--- src/rtl/m_reduce_arb.sv ---
// Round-robin arbiter for two requesters sharing one serial AND/OR/XOR reduction engine.
// A granted operand is scanned LSB-first, one bit per cycle, and the result is posted on w_led.
module m_reduce_arb #(
  parameter int WIDTH = 5
) (
  input  logic             w_clk,
  input  logic             w_rst,
  input  logic             w_req0,
  input  logic [WIDTH-1:0] w_din0,
  input  logic             w_req1,
  input  logic [WIDTH-1:0] w_din1,
  output logic             w_gnt0,
  output logic             w_gnt1,
  output logic             w_busy,
  output logic             w_vld,
  output logic             w_id,
  output logic [2:0]       w_led
);

  localparam int CW = $clog2(WIDTH) + 1;

  typedef enum logic [1:0] {S_IDLE, S_SCAN, S_DONE} state_t;

  state_t           state_q, state_d;
  logic [WIDTH-1:0] sh_q, sh_d;
  logic [CW-1:0]    cnt_q, cnt_d;
  logic             and_q, and_d, or_q, or_d, xor_q, xor_d;
  logic             last_q, last_d, own_q, own_d, id_q, id_d;
  logic             gnt0_q, gnt0_d, gnt1_q, gnt1_d, vld_q, vld_d;
  logic [2:0]       led_q, led_d;
  logic             any_req, win, bit_b, last_bit;

  always_ff @(posedge w_clk or posedge w_rst) begin
    if (w_rst) state_q <= S_IDLE;
    else       state_q <= state_d;
  end

  always_comb begin
    any_req  = w_req0 | w_req1;
    // On a tie the requester that did not win last time takes the grant.
    win      = (w_req0 & w_req1) ? ~last_q : w_req1;
    last_bit = (cnt_q == CW'(WIDTH - 1));
    state_d  = state_q;
    unique case (state_q)
      S_IDLE:  if (any_req)  state_d = S_SCAN;
      S_SCAN:  if (last_bit) state_d = S_DONE;
      S_DONE:                state_d = S_IDLE;
      default:               state_d = S_IDLE;
    endcase
  end

  always_comb begin
    w_busy = (state_q != S_IDLE);
    w_gnt0 = gnt0_q;
    w_gnt1 = gnt1_q;
    w_vld  = vld_q;
    w_id   = id_q;
    w_led  = led_q;
  end

  always_comb begin
    sh_d   = sh_q;
    cnt_d  = cnt_q;
    and_d  = and_q;
    or_d   = or_q;
    xor_d  = xor_q;
    last_d = last_q;
    own_d  = own_q;
    id_d   = id_q;
    led_d  = led_q;
    gnt0_d = 1'b0;
    gnt1_d = 1'b0;
    vld_d  = 1'b0;
    bit_b  = sh_q[0];
    unique case (state_q)
      S_IDLE: begin
        if (any_req) begin
          sh_d   = win ? w_din1 : w_din0;
          cnt_d  = '0;
          and_d  = 1'b1;
          or_d   = 1'b0;
          xor_d  = 1'b0;
          gnt0_d = ~win;
          gnt1_d = win;
          own_d  = win;
          last_d = win;
        end
      end
      S_SCAN: begin
        and_d = and_q & bit_b;
        or_d  = or_q | bit_b;
        xor_d = xor_q ^ bit_b;
        sh_d  = sh_q >> 1;
        cnt_d = cnt_q + 1'b1;
        if (last_bit) begin
          led_d = {xor_q ^ bit_b, or_q | bit_b, and_q & bit_b};
          id_d  = own_q;
          vld_d = 1'b1;
        end
      end
      default: ;
    endcase
  end

  always_ff @(posedge w_clk or posedge w_rst) begin
    if (w_rst) begin
      sh_q   <= '0;
      cnt_q  <= '0;
      and_q  <= 1'b0;
      or_q   <= 1'b0;
      xor_q  <= 1'b0;
      last_q <= 1'b1;
      own_q  <= 1'b0;
      id_q   <= 1'b0;
      led_q  <= '0;
      gnt0_q <= 1'b0;
      gnt1_q <= 1'b0;
      vld_q  <= 1'b0;
    end else begin
      sh_q   <= sh_d;
      cnt_q  <= cnt_d;
      and_q  <= and_d;
      or_q   <= or_d;
      xor_q  <= xor_d;
      last_q <= last_d;
      own_q  <= own_d;
      id_q   <= id_d;
      led_q  <= led_d;
      gnt0_q <= gnt0_d;
      gnt1_q <= gnt1_d;
      vld_q  <= vld_d;
    end
  end

endmodule

--- config.mk ---
export PLATFORM = sky130hd
export DESIGN_NAME = m_reduce_arb
export DESIGN_NICKNAME = d
export VERILOG_FILES = /design/src/rtl/m_reduce_arb.sv
export SDC_FILE = /design/constraint.sdc
export NUM_CORES = 1
export LEC_CHECK = 0
export ABC_AREA = 1
export BUFFER_PORTS_ARGS = -buffer_cell sky130_fd_sc_hd__buf_2
export CAP_MARGIN = 0
export CELL_PAD_IN_SITES_DETAIL_PLACEMENT = 1
export CELL_PAD_IN_SITES_GLOBAL_PLACEMENT = 2
export CORE_MARGIN = 2
export CORE_UTILIZATION = 33
export CTS_CLUSTER_SIZE = 28
export DETAILED_ROUTE_END_ITERATION = 6
export HOLD_SLACK_MARGIN = 0.03
export PLACE_DENSITY = 0.78
export SYNTH_ARGS = -nofsm -noshare
export SYNTH_HDL_FRONTEND = slang
export SYNTH_SLANG_ARGS = --single-unit
--- constraint.sdc ---
create_clock -name w_clk -period 2.9 [get_ports w_clk]
set_input_delay 0.29 -clock w_clk [delete_from_list [all_inputs] [get_ports w_clk]]
set_output_delay 0.29 -clock w_clk [all_outputs]
set_load 0.1 [all_outputs]
Word-level counts from Yosys, hierarchy flattened
Index checks and enable logic that the tools add are counted.
{"block": "op_classes", "muxes": 20, "eq_ne": 4, "n_reduce_logical": 7, "add_sub_neg": 1, "bitwise_logic": 7}
{"operator": "$mux 5", "n": 2}
{"operator": "$pmux 5 s2", "n": 1}
{"operator": "$mux 1", "n": 9}
{"operator": "$pmux 4 s2", "n": 1}
{"operator": "$reduce_and 2->1", "n": 4}
{"operator": "$pmux 1 s2", "n": 3}
{"operator": "$add 4x1->4 const B", "n": 1}
{"operator": "$eq 4x3->1 const B", "n": 1}
{"operator": "$mux 2", "n": 2}
{"operator": "$mux 4", "n": 1}
{"operator": "$ne 2x2->1 const B", "n": 2}
{"operator": "$pmux 2 s2", "n": 1}
{"operator": "$reduce_bool 2->1", "n": 2}
{"operator": "$and 1x1->1", "n": 2}
{"operator": "$eq 2x1->1 const B", "n": 1}
{"operator": "$logic_not 2->1", "n": 1}
{"operator": "$not 1->1", "n": 2}
{"operator": "$or 1x1->1", "n": 2}
{"operator": "$xor 1x1->1", "n": 1}
{"block": "word_totals", "elab_cells": 52, "regBits": 23}

Depth between registers and ports, before layout
{"block": "logic_depth", "ltp_word": 5, "ltp_mapped": 6}

Worst setup path after synthesis
Ideal clock, no wire load.
{"block": "synth_timing", "path_kind": "register to register", "startpoint": "reg state_q[0]", "endpoint": "reg sh_q[0]", "t_required_ps": 2832, "period_less_slack_ps": 1634, "stages_incl_launch_ff": 6, "arrival_time_ps": 1565, "setup_slack_ps": 1266, "setup_time_ps": 68, "path_cell_list": "dfrtp_1 > inv_1 > nand2_1 > nor2_4 > nand3_1 > nand3_1"}
{"block": "synth_between", "elab_chain_cells": 3}
{"element": "start: declaration", "line_no": "24", "rtl": "state_t state_q, state_d;"}
{"element": "start signal: assignment", "line_no": "35", "rtl": "else state_q <= state_d;"}
{"element": "$eq 2x1->1 or $logic_not 2->1 (tied branches)", "line_no": "75", "rtl": "unique case (state_q)"}
{"element": "$reduce_bool 2->1 (no source line) or $ne 2x2->1 (tied branches)"}
{"element": "$reduce_and 2->1 (no source line)"}
{"element": "end signal: assignment", "line_no": "107", "rtl": "sh_q <= '0;"}
{"element": "end signal: assignment", "line_no": "120", "rtl": "sh_q <= sh_d;"}
{"element": "end: declaration", "line_no": "25", "rtl": "logic [WIDTH-1:0] sh_q, sh_d;"}
Several ways; a longest one is shown, not always the timed one.
A chain may end at the register's enable or synchronous reset.

Worst setup path in the final report
{"block": "layout_timing", "startpoint": "reg state_q[1]", "endpoint": "out w_busy"}
{"block": "layout_between", "elab_chain_cells": 1}
{"element": "$reduce_bool 2->1", "line_no": "53", "rtl": "w_busy = (state_q != S_IDLE);"}
{"element": "end: declaration", "line_no": "14", "rtl": "output logic w_busy,"}
Every way passes these cells.

==> results.cfg <==
[cts]
path_clk_slew_ns = 0.13
clk_path_buf_depth = 2
cts_buffers = 3
ctsHoldBuffers = 0
clock_sinks = 23
cts_tree = done
htreeDepth = 1
clock_latency_ns = 0.31
post_cts_resized = 0
clockRootBuffer = clkbuf_4
post_cts_buffers = 0

[yosys]
synth_area_per_cell_um2 = 8.52
synthXorXnorAreaFrac_pct = 1.59
netlist_instances = 129
synth_adder_area_share_pct = 2.28
synth_simple_gate_area_share_pct = 30.0
syn_area_um2 = 1100
ys_types = 18
synth.net_count = 145
synth_seq_cells = 23
yosysWarnings = 0
synth_top_family_by_area = simple AND/OR/NAND/NOR gates
synth_compound_area_share_pct = 4.10
ys_seq_area_share_pct = 52.5
synth_mux_area_share_pct = 0

[global_routing]
grt_pass1_vias = 868
grt_max_degree = 24
grt_overflow = 0
grt_pass1_wl_um = 3930
track_usage_pct = 14.0
antenna_found_initial = 0

[timing]
slew_violations = 0
tightest_slew_ns = 0.876
setup_tns_ns = 0
fmax_mhz = 603
rsz0062_at_grt = no
period_needed_ns = 1.66
relSlewSlack_pct = 41.5
fin_ws_ns = 1.24
clock_skew_ns = 0.00909
fin_crit_sh_pct = 57.2
hold_violations = 0
setup_viol = 0

[finish]
regArea_um2 = 577
finish.net_count = 169
drive_gt1_share_pct = 23.0
num_antenna_cells = 0
fill_cells = 415
fin_area_um2 = 1270
final_cell_mix = nand2_1, nand3_1, dfrtp_1
multiInputGateArea_um2 = 417
final_common_cell = nand2_1
syn_to_final_growth_pct = 15.4

[power]
sw_frac_of_total_pct = 54.0
leakage_nw = 0.713
pwr-share-comb_pct = 53.9
p_int_uw = 710
vdd_ir_drop_max_uv = 446
power.switching_uw = 832
seq_power_share_pct = 36.5
clockPowerShare_pct = 9.6
p_per_area_nw_per_um2 = 1220

[routing]
via_per_inst = 4.43
drcViolationCount = 0
antenna_left = 0
first_pass_iters = 4
vias = 869
routed_wl_um = 2280
wl_per_cell_um = 11.7
drt-initial-drc-count = 32

[floorplanning]
initial_utilization_pct = 35.4
fp.coreArea_um2 = 3100
fp.dieH_um = 61.7
top_level_ports = 22
die_area_um2 = 3810
row_count = 20
dieWidth_um = 61.7

[critical_path]
required_ns = 2.61
worst-r2r-cell-count = 4
startpoint_type = register
arrival_ns = 1.37
crit_chain = inv_1, nand2_1, buf_2
end_kind = output pin
ff2ff_setup_slack_ns = 1.61
slowest_stage = dfrtp_1
r2r-start = state_q[1]
critical-path-max-stage-delay_ns = 0.45
cp_max_fo = 3
startpoint = state_q[1]
rr_endpoint = cnt_q[0]
worstSetupEndpoint = w_busy
crit_type = reg -> out

[placed_design]
dp_slack_ns = 1.59
place_congestion = 0.751
dpl.hpwl_um = 1790
numPortBuffers = 21
placed_area_um2 = 1240

[outcome]
status = finished, final reports clean

[hold_path]
hp-class = in -> async

[job]
max_cap_violations = 0
==> Yosys cell counts (all sizes together) <==
| master | number | share of area, % |
|---|---|---|
| dfstp | 1 | 2.4 |
| inv | 23 | 7.9 |
| nand3 | 25 | 13 |
| dfrtp | 22 | 50 |
| buf | 2 | 1.7 |
| nand2 | 35 | 12 |
| ha | 2 | 2.3 |
| o21ai | 9 | 4.1 |
| nor2 | 7 | 4.7 |
| xor2 | 2 | 1.6 |
| nand4 | 1 | 0.57 |
==> cells by family after synthesis <==
logic type / count (synthesis)
simple gates: 68
buf+inv: 25
flops: 23
compound gates: 9
xor+xnor: 2
fa+ha+maj: 2
==> sequential cells by signal, indices dropped and copies added, names as in the netlist <==
register  count
sh_q          5
cnt_q         4
w_led         3
state_q       2
and_q         1
last_q        1
or_q          1
own_q         1
w_gnt0        1
w_gnt1        1
w_id          1
w_vld         1
xor_q         1
==> per-layer routing <==
layer  vias up  global-route usage [%]  wire [um]
met4         0                    4.56         26
met5         -                       0          0
met2        19                    24.1       1120
met3         2                    2.07         89
met1       401                    18.1       1040
li1        447                       -          -
==> power groups by stage <==
| stage | clock network (mW) | registers (mW) | logic, mW |
|---|---|---|---|
| CTS | 0.156 | 0.564 | 0.845 |
| detailed placement | 0 | 0.571 | 0.842 |
| global route | 0.166 | 0.582 | 0.919 |
| floorplan | 0 | 0.814 | 0.448 |
| global placement | 0 | 0.562 | 0.824 |
| finish | 0.149 | 0.563 | 0.830 |
==> critical path: cells and delay by family, from the launching register on <==
kind          cells  cell delay [ns]
buf+inv           2             0.51
flops             1             0.45
simple gates      1             0.12
==> metrics by stage <==
stage          utilization (%)  power [mW]  hold slack (ns)  instances
2_1_floorplan                -        1.26            0.291        129
3_3_place_gp              40.0        1.39            0.456        192
3_5_place_dp              40.0        1.41            0.466        192
4_1_cts                   40.8        1.57            0.179        196
5_1_grt                   40.8        1.67            0.205        196
6_report                  40.8        1.54            0.141        196
==> worst min path at each step <==
stage,cells after the start,slack (ns),to
after global routing,2,0.21,cnt_q[3]
after global placement,2,0.46,last_q
after detailed placement,2,0.47,last_q
after floorplan,1,0.29,and_q
after CTS,2,0.18,w_led[2]
final,2,0.14,w_led[2]
==> final cells by class <==
type	count	area share [%]
multi-input cells	81	32.9
well taps	44	4.34
repair buffers	21	8.29
clock buffers	3	1.78
clock inverters	1	0.395
inverters	23	6.81
flip-flops and latches	23	45.5
Power figures use the tool's default switching activity.
